## src/rtl/core_seq.sv

```systemverilog
// core_seq: multi-cycle instruction sequencer for the npc core.
// Fetches one instruction over a req/ack handshake, classifies its opcode,
// then steps the datapath through EXEC and write-back. Owns the PC, the
// retired-instruction counter and the sticky halt status.
// Optional feature: define SEQ_FETCH_TIMEOUT_EN to halt (halt_code=3) when a
// fetch goes FETCH_TIMEOUT cycles without an ack.
module core_seq #(
  parameter logic [31:0] RESET_PC      = 32'h8000_0000,
  parameter int          FETCH_TIMEOUT = 255
) (
  input  logic        clk,
  input  logic        rst,
  input  logic        start,
  output logic        imem_req,
  output logic [31:0] imem_addr,
  input  logic        imem_ack,
  input  logic [31:0] imem_rdata,
  output logic [31:0] inst,
  output logic [2:0]  inst_type,
  output logic        exec_en,
  input  logic        jump_valid,
  input  logic [31:0] jump_target,
  output logic        rf_we,
  output logic [31:0] pc,
  output logic [31:0] retired,
  output logic        halted,
  output logic [1:0]  halt_code
);

  typedef enum logic [2:0] {
    S_IDLE,
    S_FETCH,
    S_DECODE,
    S_EXEC,
    S_WB,
    S_HALT
  } state_t;

  localparam logic [31:0] EBREAK_WORD = 32'h0010_0073;

  localparam logic [2:0] TYPE_R       = 3'd0;
  localparam logic [2:0] TYPE_I       = 3'd1;
  localparam logic [2:0] TYPE_S       = 3'd2;
  localparam logic [2:0] TYPE_B       = 3'd3;
  localparam logic [2:0] TYPE_U       = 3'd4;
  localparam logic [2:0] TYPE_J       = 3'd5;
  localparam logic [2:0] TYPE_ILLEGAL = 3'd7;

  state_t state, state_next;

  logic        jump_taken;
  logic [31:0] jump_pc;
  logic        timeout_hit;
  logic        wb_writes;

  // Maps a 7-bit opcode to the instruction format used downstream.
  function automatic logic [2:0] classify(input logic [6:0] opcode);
    logic [2:0] t;
    case (opcode)
      7'b0110011: t = TYPE_R;
      7'b0010011,
      7'b0000011,
      7'b1100111,
      7'b1110011: t = TYPE_I;
      7'b0100011: t = TYPE_S;
      7'b1100011: t = TYPE_B;
      7'b0110111,
      7'b0010111: t = TYPE_U;
      7'b1101111: t = TYPE_J;
      default:    t = TYPE_ILLEGAL;
    endcase
    return t;
  endfunction

  assign imem_addr = pc;

  // Register-writing formats with a non-zero destination write back.
  assign wb_writes = ((inst_type == TYPE_R) || (inst_type == TYPE_I) ||
                      (inst_type == TYPE_U) || (inst_type == TYPE_J)) &&
                     (inst[11:7] != 5'd0);

`ifdef SEQ_FETCH_TIMEOUT_EN
  localparam int TO_W = (FETCH_TIMEOUT > 255) ? $clog2(FETCH_TIMEOUT + 1) : 8;
  localparam logic [TO_W-1:0] TO_LAST = TO_W'(FETCH_TIMEOUT - 1);

  logic [TO_W-1:0] fetch_wait;

  // Counts ack-less FETCH cycles; held at zero outside FETCH so every entry starts fresh.
  always_ff @(posedge clk) begin
    if (rst) begin
      fetch_wait <= '0;
    end else if (state != S_FETCH) begin
      fetch_wait <= '0;
    end else if (!imem_ack) begin
      fetch_wait <= fetch_wait + 1'b1;
    end
  end

  assign timeout_hit = (state == S_FETCH) && !imem_ack && (fetch_wait == TO_LAST);
`else
  logic unused_timeout_cfg;

  assign unused_timeout_cfg = (FETCH_TIMEOUT != 0);
  assign timeout_hit        = 1'b0;
`endif

  // State register.
  always_ff @(posedge clk) begin
    if (rst) begin
      state <= S_IDLE;
    end else begin
      state <= state_next;
    end
  end

  // Next-state logic and state-decoded strobes.
  always_comb begin
    state_next = state;
    imem_req   = 1'b0;
    exec_en    = 1'b0;
    rf_we      = 1'b0;
    case (state)
      S_IDLE: begin
        if (start) state_next = S_FETCH;
      end
      S_FETCH: begin
        imem_req = 1'b1;
        if (imem_ack)         state_next = S_DECODE;
        else if (timeout_hit) state_next = S_HALT;
      end
      S_DECODE: begin
        if ((inst == EBREAK_WORD) || (inst_type == TYPE_ILLEGAL)) state_next = S_HALT;
        else                                                      state_next = S_EXEC;
      end
      S_EXEC: begin
        exec_en    = 1'b1;
        state_next = S_WB;
      end
      S_WB: begin
        rf_we      = wb_writes;
        state_next = S_FETCH;
      end
      S_HALT: begin
        state_next = S_HALT;
      end
      default: begin
        state_next = S_IDLE;
      end
    endcase
  end

  // Architectural registers: instruction latch, redirect capture, PC, retire count, halt status.
  always_ff @(posedge clk) begin
    if (rst) begin
      pc         <= RESET_PC;
      inst       <= 32'd0;
      inst_type  <= 3'd0;
      retired    <= 32'd0;
      halted     <= 1'b0;
      halt_code  <= 2'd0;
      jump_taken <= 1'b0;
      jump_pc    <= 32'd0;
    end else begin
      case (state)
        S_FETCH: begin
          if (imem_ack) begin
            inst      <= imem_rdata;
            inst_type <= classify(imem_rdata[6:0]);
          end else if (timeout_hit) begin
            halted    <= 1'b1;
            halt_code <= 2'd3;
          end
        end
        S_DECODE: begin
          if (inst == EBREAK_WORD) begin
            halted    <= 1'b1;
            halt_code <= 2'd1;
          end else if (inst_type == TYPE_ILLEGAL) begin
            halted    <= 1'b1;
            halt_code <= 2'd2;
          end
        end
        S_EXEC: begin
          jump_taken <= jump_valid;
          jump_pc    <= jump_target;
        end
        S_WB: begin
          pc      <= jump_taken ? jump_pc : pc + 32'd4;
          retired <= retired + 32'd1;
        end
        default: begin
        end
      endcase
    end
  end

endmodule

```

## config.mk

```make
export PLATFORM = sky130hd
export DESIGN_NAME = core_seq
export DESIGN_NICKNAME = d
export VERILOG_FILES = /design/src/rtl/core_seq.sv
export SDC_FILE = /design/constraint.sdc
export NUM_CORES = 1
export LEC_CHECK = 0
export ABC_AREA = 0
export ABC_CLOCK_PERIOD_IN_PS = 6400
export CORE_AREA = 2 2 117 119
export CTS_CLUSTER_SIZE = 20
export DETAILED_ROUTE_END_ITERATION = 10
export DIE_AREA = 0 0 119 121
export GPL_ROUTABILITY_DRIVEN = 0
export PLACE_DENSITY = 0.84
export SYNTH_ARGS = -nofsm -noshare
export SYNTH_HDL_FRONTEND = slang
export SYNTH_SLANG_ARGS = --single-unit
export TNS_END_PERCENT = 30
```

## constraint.sdc

```tcl
create_clock -name clk -period 6.4 [get_ports clk]
set_input_delay 0.96 -clock clk [delete_from_list [all_inputs] [get_ports clk]]
set_output_delay 0.96 -clock clk [all_outputs]
set_load 0.01 [all_outputs]
```

== Yosys cells after proc, flatten, opt, wreduce, memory -nomap -nowiden ==
Index checks and enable logic that the tools add are counted.
Word-level totals
  word-level logic and storage cells: 60
  register bits: 138
  output and inout port bits: 137
Operators by class
  equal/unequal tests: 22
  add/subtract/negate cells: 2
  reduce and logical (&&, ||, !) cells: 14
  multiplexer cells: 13
Operator list (count)
  3-bit one-hot mux with 6 select lines: 2
  32-bit by 1-bit adder with 32-bit output (second input constant): 1
  32-bit by 3-bit adder with 32-bit output (second input constant): 1
  32-bit by 21-bit equality test with 1-bit output (second input constant): 1
  32-bit 2-to-1 mux: 1
  7-bit equality test (second input constant): 4
  7-bit by 6-bit equality test with 1-bit output (second input constant): 3
  3-bit equality test (second input constant): 5
  7-bit by 5-bit equality test with 1-bit output (second input constant): 2
  3-bit 2-to-1 mux: 3
  7-bit by 2-bit equality test with 1-bit output (second input constant): 1
  3-bit by 1-bit equality test with 1-bit output (second input constant): 2
  3-bit by 2-bit equality test with 1-bit output (second input constant): 2
  3-bit logical NOT: 2
  2-bit AND reduction: 3
  1-bit 2-to-1 mux: 5
  5-bit nonzero test: 1
  1-bit logical OR: 4
  2-bit 2-to-1 mux: 2
  2-bit != test (second input constant): 2
  4-bit OR reduction: 1
  2-bit nonzero test: 1
  2-bit OR reduction: 1
  1-bit logical AND: 1

== Depth between registers and ports, before layout ==
  word-level depth: 6
  depth in mapped cells: 8
  depth with buffers taken out: 6

== Worst setup path before layout ==
No wires, ideal clock.
  path kind: register -> output
  from: register state[0]
  to: output rf_we
  slack: 3.742 ns
  stages on the path, launching flop included: 7
  data arrival time: 1.698 ns
  cell sequence: dfxtp_1 -> clkbuf_1 -> or3b_1 -> buf_6 -> clkbuf_1 -> buf_6 -> a211oi_1
On the way
  cells in the longest elaborated chain, start to end: 2
Ends and longest elaborated chain
  from (decl): RTL line 49  | state_t state, state_next;
  from (signal assigned): RTL line 112  | state <= state_next;
  3-bit equality test: RTL line 122  | case (state)
  1-bit 2-to-1 mux: RTL line 122
  to (decl): RTL line 23  | output logic rf_we,
Every way passes these cells.

== Worst setup path in the final report ==
  from: register state[2]
  to: output exec_en
On the way
  cells in the longest elaborated chain, start to end: 2
Ends and longest elaborated chain
  3-bit by 2-bit equality test with 1-bit output: RTL line 122
  1-bit 2-to-1 mux: RTL line 122
  to (decl): RTL line 20  | output logic exec_en,
Every way passes these cells.

==> flow_summary.json <==
{
  "worstHoldStart": "jump_pc[16]",
  "p_int_w": 0.001665,
  "start_kind": "register",
  "worstReg2RegStart": "state[2]",
  "ir_worst_vdd_mv": 0.2119,
  "design_power_total_w": 0.002194,
  "rows": 42,
  "holdCritPathClass": "register to register",
  "seqPwrFrac_pct": 42.8,
  "insertion_delay_ns": 0.42,
  "holdBufCountCts": 0,
  "crit_chain": "inv_1 > nand3_1 > buf_4 > clkinv_1 > clkdlybuf4s50_1",
  "dieArea_um2": 14400,
  "drc": 0,
  "fin_crit_sh_pct": 62.50,
  "crit_path_max_incr_delay_ns": 0.89,
  "pwr-share-comb_pct": 11.5,
  "hpwl_mm": 12.29,
  "globalRouteOverflowTotal": 0,
  "clockPowerShare_pct": 45.7,
  "max_freq_ghz": 0.2500,
  "cts_made_buffers": 17,
  "syn_nets": 898,
  "die_w_um": 119,
  "clkTransAtPathRegs_ns": 0.06,
  "area.growth.synth_to_final_pct": 37.89,
  "required_ns": 5.44,
  "arrival_ns": 3.04,
  "cts_root_buffer": "clkbuf_16",
  "antenna_found_initial": 0,
  "use_met1_pct": 34.18,
  "drv_cap": 0,
  "ant_nets": 0,
  "holdPathEnd": "jump_pc[16]",
  "synthArstFlopShare_pct": 0,
  "r2r_slack_ns": 3.88,
  "initial_core_util_pct": 49.42,
  "powerDensity_nw_per_um2": 246.1,
  "fin_skew_ns": 0.006600,
  "busiest_layer": "met2",
  "yosysMostFrequentCell": "nand2_1",
  "die_h_um": 121,
  "dr.pass1.iters": 5,
  "synth_common_cells": "nand2_1, dfxtp_1, a21oi_1, nor2_1, clkbuf_1",
  "track_usage_pct": 25.78,
  "crit_fanout": 34,
  "wl_per_cell_um": 15.85,
  "routed_wl_mm": 18.42,
  "ys.flop_type": "dfxtp_1",
  "synthTopCellsByArea": "dfxtp_1, nand2_1, a21oi_1, buf_4, nor2_1",
  "cp_slowest_cell": "clkinv_1",
  "fin_setup_tns_ns": 0,
  "reg2reg_to": "jump_pc[24]",
  "avgSynthCellArea_um2": 7.819,
  "tightestPinTransition_ns": 1.199,
  "grt_max_degree": 100,
  "syn-instance-count": 827,
  "switching_share_pct": 24.11,
  "synth_top_area_share_pct": 42.72,
  "core_um2": 13090,
  "grt_first_pass_wirelength_mm": 30.11,
  "drtIter0Drc": 768,
  "min_delay_path_depth": 2,
  "clock-sinks": 138,
  "htreeDepth": 4,
  "synth_largest_area_cell": "dfxtp_1",
  "grt.met2_usage_pct": 41.24,
  "use_met3_pct": 6.109,
  "hold_ws_ns": 0.4553,
  "yosys_warnings": 0,
  "grt_pass1_vias": 5935,
  "timing.final.hold_violations": 0,
  "ys_ff_latch": 138,
  "cts-resized-gates": 0,
  "nNetsFinal": 1045,
  "power.switching_w": 0.0005289,
  "reg2reg_depth": 6,
  "num_antenna_cells": 0,
  "timing_worst_setup_path_type": "register to primary output",
  "pin_count": 206,
  "num_vias": 6629,
  "slew_violations": 0,
  "via_per_inst": 5.705,
  "fin_crit_ns": 4.000,
  "synth_edf_count": 0,
  "max-clock-path-buffers": 2,
  "setup_viol": 0,
  "crit_path_end_kind": "primary output",
  "syn-cell-area_um2": 6466,
  "ys_seq_area_share_pct": 42.72,
  "p_leak_nw": 2.951,
  "io_buffers": 205,
  "slew_headroom_pct": 20.07,
  "cts_tree": "built",
  "status": "completed",
  "ys_types": 63,
  "drive_gt1_share_pct": 5.274,
  "rsz0062_at_grt": "no",
  "post-cts-setup-buffers": 0
}
layout by cell type (no fill, tap or decap), types with 3 or more instances in the layout:
cell | synthesis | final
nand2b_1 | 5 | 5
clkdlybuf4s50_1 | 0 | 204
and3_1 | 11 | 11
clkinvlp_4 | 0 | 5
a221oi_1 | 5 | 5
o22ai_1 | 6 | 6
nor4_1 | 16 | 16
or3_1 | 14 | 14
clkbuf_16 | 0 | 17
buf_4 | 32 | 9
a21oi_1 | 100 | 100
a31oi_1 | 8 | 8
nor4b_1 | 3 | 3
o21ai_0 | 26 | 26
a22oi_1 | 9 | 9
nor2_1 | 45 | 45
nand2_1 | 186 | 186
bufinv_16 | 0 | 3
mux2i_1 | 8 | 8
or4_1 | 3 | 3
dfxtp_1 | 138 | 138
inv_1 | 10 | 10
and4_1 | 5 | 5
and2_1 | 6 | 6
nand3_1 | 31 | 31
nor3_1 | 17 | 17
o221ai_1 | 5 | 5
o211ai_1 | 3 | 3
nand4_1 | 18 | 18
xor2_1 | 16 | 16
xnor2_1 | 5 | 5
a211oi_1 | 5 | 5
routing by layer:
metal / part of all wire [%] / up-vias / wire length [um]
met4: 1.6 / 0 / 297
met5: 0 / - / 0
met1: 43 / 3120 / 7837
met2: 48 / 310 / 8820
li1: - / 3171 / -
met3: 7.9 / 28 / 1462
through the flow:
step | area, um2 | cells | setup WS [ns] | utilization [%]
floorplan | 6466 | 827 | 3.742 | -
global placement | 8313 | 1131 | 2.994 | 63.53
detailed placement | 8313 | 1131 | 2.858 | 63.53
CTS | 8916 | 1162 | 2.404 | 68.14
global route | 8916 | 1162 | 2.121 | 68.14
finish | 8916 | 1162 | 2.400 | 68.14
sequential cells by signal, summed over array words and instances (netlist names):
register and flops:
halt_code 2, imem_addr 32, inst_type 3, halted 1
state 3, retired 32, jump_taken 1, jump_pc 32
inst 32
power groups by stage:
stage / registers (W) / clock network [W] / logic [W]
floorplan: 0.000953 / 0 / 0.000120
global placement: 0.000955 / 0 / 0.000249
detailed placement: 0.000956 / 0 / 0.000252
CTS: 0.000939 / 0.00101 / 0.000253
global route: 0.000946 / 0.00105 / 0.000274
finish: 0.000940 / 0.00100 / 0.000252
critical path, delay by kind of cell (launching register included):
family                 cells  cell delay, ns
AND/OR/NAND/NOR            1            0.08
flip-flops                 1            0.43
buffers and inverters      4            2.10
worst max path at each step:
stage / start / end / slack (ns)
final: state[2] / exec_en / 2.40
after global routing: state[2] / exec_en / 2.12
after CTS: state[2] / exec_en / 2.40
after detailed placement: state[2] / exec_en / 2.86
after global placement: state[2] / exec_en / 2.99
after floorplan: state[0] / rf_we / 3.74
cell type report:
cell class | count | area [um2]
Inverter | 11 | 41.29
Multi-Input combinational cell | 593 | 3179
Timing Repair Buffer | 213 | 2110
Sequential cell | 138 | 2763
Tap cell | 176 | 220.2
Clock inverter | 11 | 146.4
Fill cell | 1053 | 4169
Clock buffer | 20 | 456.7
cell families after synthesis:
family	after synthesis	synth area share, %
adder cells (fa/ha/maj)	2	0.3869
flip-flops	138	42.72
XOR/XNOR	21	2.844
AO/OA/AOI/OAI	181	16.43
AND/OR/NAND/NOR	380	28.02
buffers and inverters	96	8.185
multiplexers	9	1.413
(Power assumes the default switching activity.)
